[src/rtl/wb_regfile_scoreboard.sv]
// wb_regfile_scoreboard: MEM/WB writeback consumer with a 4 x DATA_W
// register file, two bypassed decode read ports and a per-register
// pending-write scoreboard that raises the decode stall.
//
// Ports:
//   clk, rst                 clock, synchronous active-high reset
//   wb_write/quarter/data    writeback commit from the MEM/WB latch
//   rd_a_*, rd_b_*           decode read ports (addr, use, data)
//   issue_valid/writes/dest  instruction presented for issue
//   stall                    combinational hold for decode and upstream
//   sb_error                 sticky scoreboard underflow/overflow flag
//   stall_count              saturating count of stalled cycles
module wb_regfile_scoreboard #(
  parameter int DATA_W   = 16,
  parameter int MAX_PEND = 3
) (
  input  logic              clk,
  input  logic              rst,
  input  logic              wb_write,
  input  logic [1:0]        wb_quarter,
  input  logic [DATA_W-1:0] wb_data,
  input  logic [1:0]        rd_a_addr,
  input  logic              rd_a_use,
  output logic [DATA_W-1:0] rd_a_data,
  input  logic [1:0]        rd_b_addr,
  input  logic              rd_b_use,
  output logic [DATA_W-1:0] rd_b_data,
  input  logic              issue_valid,
  input  logic              issue_writes,
  input  logic [1:0]        issue_dest,
  output logic              stall,
  output logic              sb_error,
  output logic [15:0]       stall_count
);

  localparam logic [1:0] PEND_MAX = 2'(MAX_PEND);

  logic [DATA_W-1:0] regs    [4];
  logic [1:0]        cnt     [4];
  logic [1:0]        cnt_nxt [4];

  logic [3:0] wb_hit;
  logic [3:0] inc;
  logic [3:0] dec;
  logic       raw_a;
  logic       raw_b;
  logic       full;
  logic       accept;
  logic       err_set;

  always_comb begin
    for (int r = 0; r < 4; r++) begin
      wb_hit[r] = wb_write && (wb_quarter == 2'(r));
    end
  end

  always_comb begin
    rd_a_data = regs[rd_a_addr];
    rd_b_data = regs[rd_b_addr];
    if (wb_hit[rd_a_addr]) rd_a_data = wb_data;
    if (wb_hit[rd_b_addr]) rd_b_data = wb_data;
  end

  // A single outstanding write that lands this cycle is covered
  // by the bypass, so it is not a hazard.
  always_comb begin
    raw_a = rd_a_use && (cnt[rd_a_addr] != 2'd0)
         && !((cnt[rd_a_addr] == 2'd1) && wb_hit[rd_a_addr]);
    raw_b = rd_b_use && (cnt[rd_b_addr] != 2'd0)
         && !((cnt[rd_b_addr] == 2'd1) && wb_hit[rd_b_addr]);
    full  = issue_valid && issue_writes
         && (cnt[issue_dest] == PEND_MAX)
         && !wb_hit[issue_dest];
    stall  = !rst && issue_valid && (raw_a || raw_b || full);
    accept = issue_valid && !stall;
  end

  always_comb begin
    for (int r = 0; r < 4; r++) begin
      inc[r] = accept && issue_writes && (issue_dest == 2'(r));
      dec[r] = wb_hit[r];
    end
  end

  // Overflow cannot happen while FULL gates issue; it is still
  // saturated and flagged so a broken upstream is visible.
  always_comb begin
    err_set = 1'b0;
    for (int r = 0; r < 4; r++) begin
      cnt_nxt[r] = cnt[r];
      unique case ({inc[r], dec[r]})
        2'b10: begin
          if (cnt[r] == PEND_MAX) err_set = 1'b1;
          else cnt_nxt[r] = cnt[r] + 2'd1;
        end
        2'b01: begin
          if (cnt[r] == 2'd0) err_set = 1'b1;
          else cnt_nxt[r] = cnt[r] - 2'd1;
        end
        default: ;
      endcase
    end
  end

  always_ff @(posedge clk) begin
    if (rst) begin
      for (int r = 0; r < 4; r++) begin
        regs[r] <= '0;
        cnt[r]  <= 2'd0;
      end
      sb_error    <= 1'b0;
      stall_count <= 16'd0;
    end else begin
      if (wb_write) regs[wb_quarter] <= wb_data;
      for (int r = 0; r < 4; r++) begin
        cnt[r] <= cnt_nxt[r];
      end
      if (err_set) sb_error <= 1'b1;
      if (stall && (stall_count != 16'hFFFF))
        stall_count <= stall_count + 16'd1;
    end
  end

endmodule

[config.mk]
export PLATFORM = sky130hd
export DESIGN_NAME = wb_regfile_scoreboard
export DESIGN_NICKNAME = d
export VERILOG_FILES = /design/src/rtl/wb_regfile_scoreboard.sv
export SDC_FILE = /design/constraint.sdc
export NUM_CORES = 1
export LEC_CHECK = 0
export ABC_AREA = 1
export BUFFER_PORTS_ARGS = -buffer_cell sky130_fd_sc_hd__buf_2
export CORE_UTILIZATION = 60
export DETAILED_ROUTE_END_ITERATION = 6
export GPL_ROUTABILITY_DRIVEN = 0
export PLACE_DENSITY_LB_ADDON = 0.2
export SLEW_MARGIN = 10
export SYNTH_ARGS = -nofsm -noshare
export SYNTH_HDL_FRONTEND = slang
export SYNTH_SLANG_ARGS = --single-unit
[constraint.sdc]
create_clock -name clk -period 5.69 [get_ports clk]
set_input_delay 0.2845 -clock clk [delete_from_list [all_inputs] [get_ports clk]]
set_output_delay 0.2845 -clock clk [all_outputs]
set_load 0.005 [all_outputs]
======== Word level (Yosys, flattened, before mapping) ========
Memory sizes are Yosys's and may differ from the RTL's.
Index checks and enable logic that the tools add are counted.
W data, S select, Z words.
word-level totals
  register bits after elaboration ......... 17
  RAM bits ................................ 72
  input port bits ......................... 31
  logic and storage cells ................. 125
  memories ................................ 2
memories
  name  words  bits a word  read ports  clocked after Yosys merged registers in  wr ports  RTL line  text
  regs  4      16           2           0                                        4         38        logic [DATA_W-1:0] regs [4];
  cnt   4      2            7           0                                        4         39        logic [1:0] cnt [4];
cells by class
  add/sub/neg operators ................... 9
  magnitude comparators ................... 3
  eq/ne operators ......................... 22
  multiplexer cells ....................... 45
  bitwise operators ....................... 4
  reduce and logical (&&, ||, !) cells .... 38
operator list
  cell                     number
  $mux W16                 3
  $eq A2 B2 Y1 const B     13
  $mux W2                  13
  $logic_and A1 B1 Y1      22
  $mux W1                  18
  $add A16 B1 Y16 const B  1
  $eq A2 B1 Y1 const B     8
  $ne A16 B16 Y1 const B   1
  $pmux W2 S2              4
  $reduce_or A16 Y1        1
  $logic_not A2 Y1         6
  $lt A2 B3 Y1 const B     3
  $add A2 B1 Y2 const B    4
  $pmux W1 S2              4
  $sub A2 B1 Y2 const B    4
  $bmux W1 S2              3
  $logic_not A1 Y1         5
  $or A1 B1 Y1             4
  $reduce_bool A2 Y1       2
  $logic_or A1 B1 Y1       2

======== Longest topological paths before layout ========
Gate-level depths: netlist (run 1).
  word-level depth ........................ 22
  depth in mapped cells ................... 22
  depth with buffers taken out ............ 20

======== Least setup slack after synthesis (run 1) ========
OpenSTA, ideal clock, no wires.
  path kind ............................... input to register
  start point ............................. input rd_b_addr[0]
  end point ............................... memory cnt[0][0]
  data arrival time ....................... 2.200 ns
  setup slack ............................. 3.371 ns
  cell stages on the path ................. 20
  path through ............................ buf_2 inv_2 nand2_1 nand3_1 nand2_1 a21oi_1 nand2_1 nand2_1 nand3_2 buf_6 nand2_2 inv_2 nor2_8 nand2_2 ha_1 inv_1 o21ai_0 or2_2 o21ai_0 a21oi_1
RTL lines
  item                RTL line  text
  start: declaration  25        input logic [1:0] rd_b_addr,
  end: declaration    39

==> qor.csv, run 1 <==
stage;metric;value;unit
grt;gr-usage-met1;31.94;%
timing;layout_min_cycle_time;3.485;ns
floorplanning;start_util;61.60;%
yosys;ys_seq_elements;89;
critical_path;cp_max_fo;71;
route;drc;0;
route;vias;5376;
floorplanning;core_area;9153;µm²
cells_and_area;fin_cells;947;
place;pre_cts_slack;1.904;ns
cells_and_area;diodes;0;
route;viasPerCell;5.677;
timing;fin_ws;2.205;ns
status;status;complete, no violations;
place;numPortBuffers;80;
critical_path;start_kind;primary input;
grt;use_met2;52.29;%
critical_path;r2r_slack;2.62;ns
timing;grt_setup_unrepaired;no;
critical_path;r2r_start;cnt[3][1];
cts;cts_tree;built;
hold_path;hold_path_end;regs[3][0];
hold_path;hold_class;primary input to flop;
cts;cts.path.max_buffers;2;
timing;finalCritPeriodShare;61.26;%
cells_and_area;area_delta_synth_final;10.28;%
cts;path_clk_slew;0.09;ns
cells_and_area;layout-drive-gt1-share;13.88;%
power;ir_drop;0.0001280;V
yosys;syn-num-nets;823;
yosys;synth_cell_type_count;28;
floorplanning;pin_count;81;
route;drt_iter0_markers;305;
grt;top_usage_layer;met2;
cts;holdBufCountCts;0;
cts;cts_buffers;9;
cts;post_cts_buffers;0;
critical_path;critPathRequiredTime;5.94;ns
power;p_leak;2.880;nW
timing;tightest_slew;1.137;ns
grt;grt_max_degree;72;
route;wirelength;13370;µm
grt;grt.total_usage;27.61;%
yosys;yosys_warnings;0;
cts;cts_resized;0;
job;maxCapViolations;0;
timing;drv_slew;0;
route;ant_nets;0;
timing;finalHoldViolCount;0;
cells_and_area;nets;871;
floorplanning;dieArea;9788;µm²
timing;max_freq;286.9;MHz
floorplanning;fp.dieW;98.94;µm
floorplanning;placementRows;35;
timing;slew_headroom;24.20;%
yosys;ys_seq_area_share;42.96;%
timing;setup_viol;0;
critical_path;worst_setup_path_end_kind;flop;
cts;clk_latency;0.37;ns
yosys;syn_avg_cell_area;7.200;µm²
yosys;syn_area;5638;µm²
power;p_per_area;241.9;nW/µm²
critical_path;arrival;3.74;ns
grt;first_global_vias;4902;
place;dpl.hpwl;8924;µm
critical_path;r2r_cells;18;
grt;met3_usage;2.979;%
critical_path;r2r-end;cnt[0][0];
critical_path;critical_path_class;primary input to flop;
grt;antenna_found_initial;0;
place;post-place-cells;931;
hold_path;hp-start;wb_data[0];
hold_path;holdPathStages;3;
route;firstDrtPassIters;5;
route;wl_per_cell;14.12;µm
cts;root_buffer;clkbuf_8;
timing;fin_setup_tns;0;ns
cts;htree_levels;3;
floorplanning;die_y;98.94;µm
timing;finClkSkew;0.006040;ns
grt;overflow;0;
yosys;syn_inst;783;
grt;grt_pass1_wl;21580;µm
cts;clock_sinks;89;
-- layout make-up --
cell class | instances | area (µm²)
sequential | 89 | 2422
tap | 111 | 138.9
fill | 769 | 2935
clock buffer | 12 | 166.4
clock inverter | 4 | 56.30
multi-input combinational | 521 | 2541
timing repair buffer | 81 | 407.9
inverter | 129 | 484.2
-- power by group --
part / total [W] / internal, W / switching, W / leakage (nW)
clock: 0.000483 / 0.000245 / 0.000237 / 0.112
sequential: 0.000754 / 0.000736 / 0.0000184 / 0.832
combinational: 0.000267 / 0.0000902 / 0.000177 / 1.93
-- metal layers --
metal | wire length (µm) | vias to the layer above
li1 | - | 2675
met1 | 5327 | 2474
met2 | 6823 | 211
met3 | 1042 | 16
met4 | 180 | 0
met5 | 0 | -
-- registers in the layout, summed over array words and instances (netlist names) --
name,cells
cnt,8
regs,64
sb_error,1
stall_count,16
-- cell families after synthesis --
logic type / count (synthesis) / synth area share (%)
buffers and inverters: 173 / 11.96
xor gates and xnor gates: 2 / 0.3108
DFF: 89 / 42.96
and+or+nand+nor: 353 / 26.39
adders and majority gates: 9 / 1.997
AOI/OAI and AO/OA: 157 / 16.38
-- layout by cell type (no fill, tap or decap), types with 6 or more instances in the layout --
cell type	n
buf_2	80
o21ai_0	43
nor2_1	131
inv_1	121
nand3_1	37
clkbuf_8	10
edfxtp_1	64
dfxtp_1	25
nand4_1	21
nand2_1	148
o211ai_1	32
nand2_2	6
ha_1	9
inv_2	8
a21oi_1	43
a31oi_1	34
-- cells in the mapped netlist (all sizes together) --
library cell,count,area share (%)
edfxtp,64,34
a21oi,43,3.8
a31oi,34,3.8
clkbuf,30,2.0
nand2,154,11
a41oi,1,0.16
nor3,4,0.36
xnor2,1,0.16
a211oi,3,0.40
buf,14,1.4
inv,129,8.6
xor2,1,0.16
nand3,41,4.0
or2,1,0.11
dfxtp,25,8.9
o21ai,43,3.8
nor2,132,9.1
a2111oi,1,0.16
nand4,21,2.3
ha,9,2.0
o211ai,32,4.3
-- metrics by stage --
step	power [W]	hold slack, ns	utilization, %	instance area [µm²]
CTS	0.001501	0.2793	67.93	6217
finish	0.001504	0.2825	67.93	6217
global route	0.001558	0.3144	67.93	6217
floorplan	0.0009469	0.4943	-	5638
detailed placement	0.001033	0.5271	65.50	5995
global placement	0.001021	0.5176	65.50	5995
-- critical path, cell delays in order --
cell	delay [ns]
buf_2	0.82
inv_2	0.18
nand2_1	0.13
nand3_1	0.08
nand2_1	0.11
inv_1	0.04
nor2_1	0.08
nand2_1	0.06
nand2_1	0.07
nand3_2	0.45
nand2_2	0.19
inv_2	0.08
nor2_8	0.12
nand2_2	0.08
ha_1	0.19
inv_1	0.08
o21ai_0	0.12
or2_2	0.32
o21ai_0	0.16
a21oi_1	0.06
-- worst max-delay path by stage --
stage / start / cells past startpoint / slack [ns] / endpoint
after detailed placement: rd_a_addr[0] / 20 / 1.90 / cnt[0][0]
after global routing: rd_a_addr[0] / 20 / 1.87 / cnt[0][0]
after global placement: rd_a_addr[0] / 20 / 2.11 / cnt[0][0]
after CTS: rd_a_addr[0] / 20 / 2.28 / cnt[0][0]
after floorplan: rd_b_addr[0] / 20 / 3.37 / cnt[0][0]
final: rd_a_addr[0] / 20 / 2.20 / cnt[0][0]
Note: power is estimated with default switching activity, not from simulation.
==> run 2, diff against run 1 <==
- ABC_AREA: 1 -> 0
- CORE_UTILIZATION: 60 -> 52
- clock period: 5.69 -> 2.9 ns (I/O delays scaled with it)
==> run 2 against run 1 <==
Against the previous run: die area increased by 6.9%; sequential share of layout area increased by 1.8 points; synthesized area decreased by 7.2%; first-iteration DRC count decreased by 15%; non-clock buffer count increased by 13; worst setup slack got worse by 2.0 ns; via count decreased by 28%; sequential power increased by 96%; global-route usage decreased by 2.7 points; synthesized cell count decreased by 42%; clock power increased by 62%; critical path type is now flop to flop; largest cell class unchanged.
==> qor.csv, run 2 <==
stage;metric;value;unit
status;status;complete, no violations;
place;dpl.hpwl;8209;µm
grt;grt.total_usage;24.87;%
timing;tightest_slew;0.8646;ns
cells_and_area;finalInstanceArea;5936;µm²
critical_path;r2r_cells;10;
timing;finalCritPeriodShare;93.69;%
timing;max_freq;368.1;MHz
critical_path;slowest_stage;mux4_2;
power;p_comb_share;17.7;%
floorplanning;fp.dieW;102.3;µm
power;switching_share;25.43;%
power;ir_drop;0.0001957;V
power;p_per_area;462.8;nW/µm²
timing;drv_slew;0;
yosys;synthFlopType;edfxtp_1;
floorplanning;placementRows;36;
route;firstDrtPassIters;4;
yosys;syn-num-nets;494;
timing;finalHoldViolCount;0;
grt;grt_pass1_wl;19310;µm
cells_and_area;mostFrequentLayoutCells;buf_2, nor2_1, edfxtp_1;
power;p_int;0.002049;W
cells_and_area;largest_reg_flops;64;
grt;overflow;0;
place;place_area;5749;µm²
yosys;synth-edff-count;64;
critical_path;cp_top_family;compound AO/OA/AOI/OAI gates;
cells_and_area;layout.cells.most_common;buf_2;
cts;holdBufCountCts;0;
floorplanning;die_y;102.3;µm
route;drc;0;
cts;path_clk_slew;0.09;ns
critical_path;critical_path_class;flop to flop;
power;p_leak;2.347;nW
yosys;yosys_warnings;0;
hold_path;hold_class;primary input to flop;
cells_and_area;n_fill_cell;845;
critical_path;cp_max_fo;8;
cts;htree_levels;3;
place;numPortBuffers;80;
cts;root_buffer;clkbuf_8;
route;drt_iter0_markers;258;
power;switchingPower;0.0006984;W
route;wl_per_cell;18.26;µm
job;maxCapViolations;0;
yosys;ys_seq_area_share;46.32;%
yosys;ys_seq_elements;89;
timing;slew_headroom;42.22;%
timing;finClkSkew;0.007326;ns
cells_and_area;nets;568;
yosys;synth-async-reset-ratio;0;%
critical_path;r2r_slack;0.18;ns
cells_and_area;area_delta_synth_final;13.49;%
hold_path;hold_path_end;regs[3][1];
cts;clk_latency;0.36;ns
critical_path;start_kind;flop;
cts;clock_sinks;89;
grt;grt_max_degree;28;
route;vias;3880;
power;p_seq_share;53.9;%
cells_and_area;diodes;0;
cells_and_area;top_register;regs;
cts;post_cts_buffers;0;
hold_path;hp-start;wb_data[1];
cells_and_area;reg_top3;regs x64, stall_count x16, cnt x8;
yosys;yosysMostFrequentCell;nor2_1;
cts;cts_resized;0;
yosys;synth_top_area_cell;edfxtp_1;
cells_and_area;final_core_util;60.73;%
route;viasPerCell;5.835;
yosys;syn_avg_cell_area;11.52;µm²
grt;antenna_found_initial;0;
floorplanning;pin_count;81;
timing;setup_viol;0;
yosys;synth_cell_type_count;51;
yosys;synth_area_leaders;edfxtp_1, mux4_2, dfxtp_1;
critical_path;path_cells;mux4_2 > o31a_1 > o211ai_1 > o211a_1 > and3_4 > and3b_1 > ha_1 > nor2_2 > nor2_1 > a2111oi_2;
critical_path;arrival;2.98;ns
critical_path;cpPeakStageDelay;0.48;ns
hold_path;holdPathStages;3;
critical_path;worst_setup_path_end_kind;flop;
grt;first_global_vias;3797;
cts;cts_buffers;9;
floorplanning;start_util;53.51;%
yosys;syn_area;5230;µm²
power;clkPwrFrac;28.4;%
cts;cts_tree;built;
timing;layout_min_cycle_time;2.717;ns
route;wirelength;12140;µm
critical_path;critPathRequiredTime;3.16;ns
route;ant_nets;0;
critical_path;r2r_start;cnt[2][0];
yosys;syn_inst;454;
floorplanning;dieArea;10460;µm²
critical_path;r2r-end;cnt[2][1];
cts;cts.path.max_buffers;2;
floorplanning;core_area;9774;µm²
cells_and_area;layout-drive-gt1-share;34.59;%
critical_path;crit_buf_inv;0;
yosys;yosys.area.top_type_share;36.75;%
yosys;synth_top_cells_by_count;nor2_1, edfxtp_1, mux4_2, mux2_2, nand2_1;
run 2: worst max-delay path by stage:
stage,cells past startpoint,start,to
floorplan,12,cnt[0][0],cnt[2][1]
global placement,11,rd_a_addr[1],cnt[2][1]
detailed placement,11,rd_a_addr[1],cnt[2][1]
CTS,10,cnt[3][0],cnt[2][1]
global route,10,cnt[3][0],cnt[2][1]
finish,10,cnt[2][0],cnt[2][1]
run 2: layer usage:
layer	GRT usage, %	part of all wire [%]
met1	33.06	44
met2	42.44	51
met3	3.010	4.5
met4	8.352	0.86
met5	0	0
run 2: kinds of logic after synthesis:
| family | after synthesis | synth area share (%) |
|---|---|---|
| fa+ha+maj | 9 | 2.153 |
| simple gates | 167 | 15.17 |
| flops | 89 | 46.32 |
| compound gates | 54 | 7.081 |
| mux | 70 | 22.87 |
| xor+xnor | 8 | 1.340 |
| buf+inv | 57 | 5.072 |
run 2: cell type report:
type / instances / area [µm²] / area share (%)
Clock buffer: 13 / 158.9 / 2.677
Clock inverter: 2 / 13.76 / 0.2319
Inverter: 26 / 100.1 / 1.686
Multi-Input combinational cell: 308 / 2556 / 43.06
Sequential cell: 89 / 2422 / 40.81
Tap cell: 133 / 166.4 / 2.804
Timing Repair Buffer: 94 / 518.0 / 8.727
run 2: power by group through the flow:
stage / clock [W] / sequential [W] / combinational, W
3_3_place_gp: 0 / 0.00150 / 0.000475
2_1_floorplan: 0 / 0.00149 / 0.000322
3_5_place_dp: 0 / 0.00151 / 0.000485
6_report: 0.000781 / 0.00148 / 0.000486
4_1_cts: 0.000797 / 0.00148 / 0.000489
5_1_grt: 0.000848 / 0.00149 / 0.000535
run 2: worst register-to-register path, delay by kind of cell (launching register included):
family / cells / cell delay (ns)
AOI/OAI and AO/OA: 4 / 0.80
adders and majority gates: 1 / 0.28
DFF: 1 / 0.38
muxes: 1 / 0.49
and+or+nand+nor: 4 / 0.68
run 2: per-stage QoR:
stage                     power (W)   TNS [ns]  hold slack (ns)  worst slack (ns)  cells
after floorplan            0.001815          0           0.3660            0.2574    454
after global placement     0.001976          0           0.4821            0.1684    650
after CTS                  0.002765          0           0.1373           0.04517    665
final                      0.002747          0           0.1468            0.1830    665
after global routing       0.002873  -0.009547           0.1603         -0.009547    665
after detailed placement   0.001995  -0.006265           0.4821         -0.006265    650
